<file path="config.mk">
export PLATFORM = sky130hd
export DESIGN_NAME = debounce_bank
export DESIGN_NICKNAME = d
export VERILOG_FILES = /design/src/rtl/debounce_pkg.sv /design/src/rtl/debounce_channel.sv /design/src/rtl/debounce_bank.sv
export SDC_FILE = /design/constraint.sdc
export NUM_CORES = 1
export LEC_CHECK = 0
export BUFFER_PORTS_ARGS = -buffer_cell sky130_fd_sc_hd__clkbuf_2
export CORE_MARGIN = 1.5
export CORE_UTILIZATION = 55
export DETAILED_ROUTE_END_ITERATION = 16
export PLACE_DENSITY = 0.84
export SLEW_MARGIN = 0
export SYNTH_ARGS = -nofsm -noshare
export SYNTH_HDL_FRONTEND = slang
export SYNTH_SLANG_ARGS = --single-unit
</file>
<file path="constraint.sdc">
create_clock -name clk -period 2.9 [get_ports clk]
set_input_delay 0.29 -clock clk [delete_from_list [all_inputs] [get_ports clk]]
set_output_delay 0.29 -clock clk [all_outputs]
set_load 0.005 [all_outputs]
</file>
<file path="src/rtl/debounce_pkg.sv">
// Shared constants and helpers for the button debounce bank.
// Defaults target the 100 MHz board clock and its four front-panel buttons.
package debounce_pkg;

  localparam int BOARD_CLK_HZ     = 100_000_000;
  localparam int DEBOUNCE_MS      = 4;
  localparam int DELAY_4MS_100MHZ = (BOARD_CLK_HZ / 1000) * DEBOUNCE_MS;

  // Button 3 on the board is wired to ground when pressed.
  localparam int                        BOARD_BUTTONS    = 4;
  localparam logic [BOARD_BUTTONS-1:0]  BOARD_ACTIVE_LOW = 4'b1000;

  function automatic int cnt_width(input int n);
    return $clog2(n + 1);
  endfunction

endpackage

</file>
<file path="src/rtl/debounce_channel.sv">
// One debounced input: synchroniser, polarity fix, debounce counter,
// optional hold counter and registered press/release/long pulses.
module debounce_channel
  import debounce_pkg::*;
#(
  parameter int DELAY       = DELAY_4MS_100MHZ,
  parameter int SYNC_STAGES = 2,
  parameter int HOLD_CYCLES = 0,
  parameter bit INV         = 1'b0
) (
  input  logic clk,
  input  logic rst_n,
  input  logic pin,
  output logic state,
  output logic press,
  output logic rel,
  output logic long_press
);

  localparam int             CW       = cnt_width(DELAY);
  localparam logic [CW-1:0]  CNT_LAST = CW'(DELAY - 1);

  logic [SYNC_STAGES-1:0] sync_q;
  logic                   s;
  logic [CW-1:0]          cnt, cnt_nxt;
  logic                   state_nxt;

  // Sync flops reset to the idle pin level so release from reset looks quiet.
  always_ff @(posedge clk or negedge rst_n) begin
    if (!rst_n) sync_q <= {SYNC_STAGES{INV}};
    else        sync_q <= {sync_q[SYNC_STAGES-2:0], pin};
  end

  assign s = sync_q[SYNC_STAGES-1] ^ INV;

  always_comb begin
    state_nxt = state;
    cnt_nxt   = cnt;
    if (s == state) begin
      cnt_nxt = '0;
    end else if (cnt == CNT_LAST) begin
      state_nxt = s;
      cnt_nxt   = '0;
    end else begin
      cnt_nxt = cnt + 1'b1;
    end
  end

  always_ff @(posedge clk or negedge rst_n) begin
    if (!rst_n) begin
      state <= 1'b0;
      cnt   <= '0;
      press <= 1'b0;
      rel   <= 1'b0;
    end else begin
      state <= state_nxt;
      cnt   <= cnt_nxt;
      press <= state_nxt & ~state;
      rel   <= ~state_nxt & state;
    end
  end

  if (HOLD_CYCLES > 0) begin : g_hold
    localparam int            HW       = cnt_width(HOLD_CYCLES);
    localparam logic [HW-1:0] HOLD_MAX = HW'(HOLD_CYCLES);
    localparam logic [HW-1:0] HOLD_PRE = HW'(HOLD_CYCLES - 1);

    logic [HW-1:0] hold_cnt;

    // Keyed off state_nxt so the press-commit cycle is already hold cycle 1.
    always_ff @(posedge clk or negedge rst_n) begin
      if (!rst_n) begin
        hold_cnt   <= '0;
        long_press <= 1'b0;
      end else begin
        long_press <= state_nxt && (hold_cnt == HOLD_PRE);
        if (!state_nxt)                hold_cnt <= '0;
        else if (hold_cnt != HOLD_MAX) hold_cnt <= hold_cnt + 1'b1;
      end
    end
  end else begin : g_no_hold
    assign long_press = 1'b0;
  end

endmodule

</file>
<file path="src/rtl/debounce_bank.sv">
// Bank of independent debounced button channels; slices the pin bus
// and per-channel polarity bits onto debounce_channel instances.
module debounce_bank
  import debounce_pkg::*;
#(
  parameter int                  CHANNELS    = 4,
  parameter int                  DELAY       = DELAY_4MS_100MHZ,
  parameter int                  SYNC_STAGES = 2,
  parameter logic [CHANNELS-1:0] ACTIVE_LOW  = '0,
  parameter int                  HOLD_CYCLES = 0
) (
  input  logic                clk,
  input  logic                rst_n,
  input  logic [CHANNELS-1:0] btn_raw,
  output logic [CHANNELS-1:0] btn_state,
  output logic [CHANNELS-1:0] btn_press,
  output logic [CHANNELS-1:0] btn_release,
  output logic [CHANNELS-1:0] btn_long
);

  for (genvar i = 0; i < CHANNELS; i++) begin : g_ch
    debounce_channel #(
      .DELAY       (DELAY),
      .SYNC_STAGES (SYNC_STAGES),
      .HOLD_CYCLES (HOLD_CYCLES),
      .INV         (ACTIVE_LOW[i])
    ) u_ch (
      .clk        (clk),
      .rst_n      (rst_n),
      .pin        (btn_raw[i]),
      .state      (btn_state[i]),
      .press      (btn_press[i]),
      .rel        (btn_release[i]),
      .long_press (btn_long[i])
    );
  end

endmodule

</file>
==> results.json, run 1 <==
{
  "slowest_delay_ns": 0.62,
  "hold_violations": 0,
  "antenna_found_initial": 0,
  "synthTopCellsByArea": "dfrtp_1 (51%), xnor2_1 (8.2%), nor2_1 (6.0%)",
  "clk_latency_ns": 0.36,
  "cts_root_buffer": "clkbuf_8",
  "netlist_top_cells_count": "dfrtp_1 (96), nor2_1 (75), xnor2_1 (44)",
  "nets": 489,
  "max_cap_violations": 0,
  "cts_hold_buf": 1,
  "period_share_pct": 91.40,
  "syn_to_final_growth_pct": 7.187,
  "hp-class": "in2reg",
  "cts_setup_buffers": 0,
  "synth_cell_type_count": 42,
  "cts_tree": "built",
  "die_w_um": 95.45,
  "vias": 3447,
  "grt_usage_pct": 22.20,
  "wl_per_cell_um": 15.38,
  "path_cells": "or4b_1, or4_1, or4_1, mux2_4",
  "cts_resized": 0,
  "ys_ff_latch": 96,
  "path_clk_slew_ns": 0.09,
  "cp_common_cell": "or4_1",
  "setup_viol": 0,
  "status": "finished, final reports clean",
  "dp_slack_ns": 0.3227,
  "drt_pass1_iterations": 4,
  "io_buffers": 17,
  "wl_um": 9028,
  "ys_warn_count": 0,
  "grt_max_degree": 57,
  "cts_htree_levels": 3,
  "synth_flop_cell": "dfrtp_1",
  "ios": 22,
  "fin_skew_ns": 0.007422,
  "setup_tns_ns": 0,
  "drive_above_1_share_pct": 9.336,
  "slowest_stage": "or4_1",
  "die_h_um": 95.45,
  "worst_slack_ns": 0.2495,
  "fp.dieArea_mm2": 0.009111,
  "required_ns": 3.15,
  "start_kind": "flop",
  "synth.avg_cell_area_um2": 10.07,
  "p_leak_nw": 1.999,
  "synth_top_area_cell": "dfrtp_1",
  "viasPerCell": 5.872,
  "slew_headroom_pct": 54.24,
  "grt_pass1_vias": 3521,
  "drtIter0Drc": 119,
  "grt_first_pass_wirelength_um": 15660,
  "diodes": 0,
  "routabilityCongestion": 0.8819,
  "fmax_ghz": 0.3773,
  "core_mm2": 0.008258,
  "path_max_fanout": 6,
  "numCtsBuffers": 9,
  "initial_core_util_pct": 56.92,
  "fill_cells": 666,
  "worstMarginPinSlew_ns": 0.6864,
  "crit_type": "reg2reg",
  "power.density_mw_per_mm2": 477.0,
  "crit_buf_inv": 0,
  "rows": 33,
  "endpoint_kind": "flop",
  "seq_area_frac_synth_pct": 51.10,
  "critical_path_arrival_ns": 2.90,
  "yosysMostFrequentCell": "dfrtp_1",
  "irDropWorstVdd_uv": 238.9,
  "rsz0062_at_grt": "false",
  "clock_path_buffers": 2,
  "synthCells": 467,
  "layout_min_cycle_time_ns": 2.651,
  "drc": 0,
  "grt_overflow": 0,
  "cp_top_family": "simple AND/OR/NAND/NOR gates",
  "slew_violations": 0,
  "clock_sink_count": 96,
  "drtAntennaViolNets": 0,
  "dp_hpwl_um": 6004,
  "yosys.area.top_type_share_pct": 51.10,
  "synth_async_sr_flop_share_pct": 100.0,
  "synth_area_mm2": 0.004701,
  "synth_edf_count": 0
}
-- power breakdown --
part           switching (mW)  internal, mW
combinational          0.0559        0.0263
sequential             0.0197          1.36
clock                   0.445         0.501
-- kinds of logic (layout without fill, tap and decap cells) --
| logic type | after synthesis | count (layout) | synth area share (%) |
|---|---|---|---|
| simple gates | 242 | 242 | 27.66 |
| flops | 96 | 96 | 51.10 |
| xor+xnor | 61 | 61 | 11.37 |
| buf+inv | 35 | 47 | 4.126 |
| compound gates | 22 | 22 | 3.141 |
| mux | 6 | 6 | 1.464 |
| fa+ha+maj | 4 | 4 | 1.065 |
| other cells | 1 | 4 | 0.07977 |
-- worst register-to-register path, delay by kind of cell (launching register included) --
kind,cells,cell delay [ns]
muxes,1,0.34
DFF,1,0.45
and+or+nand+nor,3,1.77
-- per-layer routing --
layer	part of all wire, %	global-route usage (%)	up-vias
li1	-	-	1661
met1	45	26.90	1698
met3	3.4	4.466	15
met5	0	0	-
met2	50	38.12	73
met4	1.8	9.926	0
-- path summary, 6_finish.rpt --
path | from | endpoint | slack (ns) | cells after the start
worst max-delay path | g_ch[2].u_ch.cnt[13] | g_ch[2].u_ch.state | 0.25 | 4
worst min-delay path | btn_raw[1] | g_ch[1].u_ch.sync_q[0] | 0.03 | 1
worst max register to register | g_ch[2].u_ch.cnt[13] | g_ch[2].u_ch.state | 0.25 | 4
worst min register to register | g_ch[2].u_ch.sync_q[0] | g_ch[2].u_ch.sync_q[1] | 0.35 | 0
max in group asynchronous | rst_n | g_ch[1].u_ch.cnt[8] | 1.67 | 3
min in group asynchronous | rst_n | g_ch[2].u_ch.sync_q[0] | 0.50 | 2
-- flip-flops by register name, indices dropped and copies added, names as in the netlist --
name / flops
g_ch.u_ch.cnt: 76
g_ch.u_ch.sync_q: 8
g_ch.u_ch.press: 4
g_ch.u_ch.rel: 4
g_ch.u_ch.state: 4
-- cells in the final DEF, fill, tap and decap left out, types with 3 or more instances in the layout --
cell type  instances
a21oi_1            5
and3_1             7
and4_1             6
buf_4              8
clkbuf_2          16
clkbuf_8          10
conb_1             4
dfrtp_1           96
ha_1               4
inv_1              8
mux2_2             3
nand2_1           26
nand3_1           28
nand4_1           26
nand4b_1           3
nor2_1            75
nor3_1            12
nor3b_1           10
nor4_1            23
nor4b_1            3
nor4bb_1           7
o21ai_0            6
or3_1              4
or4_1              6
xnor2_1           44
xor2_1            17
-- per-stage QoR --
step                std cells  cell area (um^2)  hold WS, ns  power, mW  util, %
detailed placement        572              4820       0.3356      1.485    58.36
floorplan                 470              4712    -0.005591      1.438        -
CTS                       587              5039      0.02045      2.427    61.02
finish                    587              5039      0.02953      2.403    61.02
global route              587              5039     0.009570      2.503    61.02
global placement          572              4820       0.3363      1.481    58.36
-- area by class of cell --
type	instances	area [um^2]	share of cell area (%)
multi-input cells	339	2116	41.99
flip-flops and latches	96	2402	47.68
repair buffers	25	150.1	2.980
inverters	8	30.03	0.5960
well taps	105	131.4	2.607
clock buffers	11	141.4	2.806
clock inverters	3	67.56	1.341
Power figures use the tool's default switching activity.
==> inputs of run 2 (changes only) <==
--- a/config.mk
+++ b/config.mk
@@ -9,8 +9,9 @@
 export CORE_MARGIN = 1.5
 export CORE_UTILIZATION = 55
 export DETAILED_ROUTE_END_ITERATION = 16
+export GPL_TIMING_DRIVEN = 0
 export PLACE_DENSITY = 0.84
-export SLEW_MARGIN = 0
+export SLEW_MARGIN = 20
 export SYNTH_ARGS = -nofsm -noshare
 export SYNTH_HDL_FRONTEND = slang
 export SYNTH_SLANG_ARGS = --single-unit
==> constraint.sdc (replaced) <==
create_clock -name clk -period 2.7 [get_ports clk]
set_input_delay 0.27 -clock clk [delete_from_list [all_inputs] [get_ports clk]]
set_output_delay 0.27 -clock clk [all_outputs]
set_load 0.005 [all_outputs]
==> run 2 against run 1 <==
Fmax increased by 2.2%. First-iteration DRC count increased by 60%. Sequential share of layout area decreased by 1.7 points. Sequential cell count unchanged.
==> results.json, run 2 (synthesis results as in run 1) <==
{
  "status": "finished, final reports clean",
  "max_cap_violations": 0,
  "clock_path_buffers": 2,
  "hold_violations": 0,
  "wl_um": 9240,
  "grt_usage_pct": 22.03,
  "largest_register": "g_ch.u_ch.cnt",
  "layout_common_cells": "dfrtp_1 (95), nor2_1 (75), xnor2_1 (44)",
  "cts_setup_buffers": 0,
  "slew_violations": 0,
  "nets": 510,
  "fp.dieArea_mm2": 0.009111,
  "slew_headroom_pct": 50.87,
  "period_share_pct": 96.07,
  "io_buffers": 17,
  "die_h_um": 95.45,
  "grt_first_pass_wirelength_um": 15760,
  "dp_slack_ns": 0.05511,
  "cts_htree_levels": 3,
  "die_w_um": 95.45,
  "irDropWorstVdd_uv": 223.8,
  "stdcell_count": 610,
  "top_regs": "g_ch.u_ch.cnt x76, g_ch.u_ch.sync_q x8",
  "antenna_found_initial": 0,
  "setup_tns_ns": 0,
  "path_clk_slew_ns": 0.09,
  "grt_overflow": 0,
  "crit_type": "reg2reg",
  "hp-class": "in2reg",
  "initial_core_util_pct": 56.92,
  "numCtsBuffers": 9,
  "start_kind": "flop",
  "clock_sink_count": 96,
  "path_cells": "or4b_1, or4_1, or4_1, buf_2, mux2_4",
  "worst_slack_ns": 0.1062,
  "dp_cells": 592,
  "path_max_fanout": 6,
  "setup_viol": 0,
  "cp_top_family": "simple AND/OR/NAND/NOR gates",
  "grt_pass1_vias": 3473,
  "rows": 33,
  "layout_min_cycle_time_ns": 2.594,
  "slowest_stage": "or4_1",
  "vias": 3615,
  "drtIter0Drc": 190,
  "p_leak_nw": 2.096,
  "rsz0062_at_grt": "false",
  "hold_ws_ns": 0.008600,
  "cts_tree": "built",
  "critical_path_arrival_ns": 2.85,
  "ios": 22,
  "grt_max_degree": 97,
  "diodes": 0,
  "endpoint_kind": "flop",
  "cp_common_cell": "or4_1",
  "largest_reg_flops": 76,
  "slowest_delay_ns": 0.60,
  "drive_above_1_share_pct": 12.08,
  "syn_to_final_growth_pct": 11.15,
  "fin_skew_ns": 0.006056,
  "drt_pass1_iterations": 5,
  "finalPower_mw": 2.727,
  "power.density_mw_per_mm2": 522.0,
  "final_common_cell": "dfrtp_1",
  "worstMarginPinSlew_ns": 0.7369,
  "dp_hpwl_um": 6035,
  "fmax_ghz": 0.3855,
  "crit_buf_inv": 1,
  "drc": 0,
  "viasPerCell": 5.926,
  "required_ns": 2.96,
  "cts_root_buffer": "clkbuf_8",
  "wl_per_cell_um": 15.15,
  "routabilityCongestion": 0.9086,
  "clk_latency_ns": 0.36,
  "drtAntennaViolNets": 0,
  "core_mm2": 0.008258
}
## run 2: path summary, 6_finish.rpt
path | slack, ns | cells after the start | endpoint | startpoint
worst max-delay path | 0.11 | 5 | g_ch[2].u_ch.state | g_ch[2].u_ch.cnt[13]
worst min-delay path | 0.009 | 1 | g_ch[1].u_ch.sync_q[0] | btn_raw[1]
worst max register to register | 0.11 | 5 | g_ch[2].u_ch.state | g_ch[2].u_ch.cnt[13]
worst min register to register | 0.36 | 0 | g_ch[3].u_ch.sync_q[1] | g_ch[3].u_ch.sync_q[0]
max in group asynchronous | 1.67 | 2 | g_ch[0].u_ch.rel | rst_n
min in group asynchronous | 0.51 | 2 | g_ch[2].u_ch.cnt[15] | rst_n
## run 2: power breakdown
part	internal [mW]	total, mW	switching [mW]
combinational	0.0294	0.0894	0.0600
sequential	1.46	1.48	0.0214
clock	0.628	1.16	0.531
total	2.11	2.73	0.613
## run 2: metal layers
layer	track usage [%]	up-vias	routed length [um]
met3	2.951	13	371
met2	35.70	112	4540
met1	29.19	1784	4164
li1	-	1706	-
met5	0	-	0
met4	10.66	0	164
## run 2: cell type report
| class | count | area, um^2 |
|---|---|---|
| Sequential cell | 96 | 2404 |
| Timing Repair Buffer | 19 | 113.9 |
| Buffer | 27 | 163.9 |
| Inverter | 8 | 30.03 |
| Tap cell | 105 | 131.4 |
| Multi-Input combinational cell | 339 | 2132 |
| Fill cell | 645 | 3033 |
| Clock buffer | 9 | 123.9 |
| Clock inverter | 7 | 126.4 |
## run 2: timing repair
item | 4_1_cts | 5_1_grt
resized for setup | 0 | 3
endpoints found under the setup margin | 0 | 10
endpoints found under the hold margin | 10 | 0
hold buffers | 2 | 0
## run 2: through the flow
step	utilization, %	instance area (um^2)
after floorplan	-	4712
after global placement	59.68	4928
after detailed placement	59.79	4937
after CTS	63.06	5207
after global routing	63.27	5225
final	63.27	5225
## run 2: worst register-to-register path, stage by stage, from the launching register on
cell     delay [ns]
dfrtp_2        0.46
or4b_1         0.50
or4_1          0.60
or4_1          0.47
buf_2          0.17
mux2_4         0.30
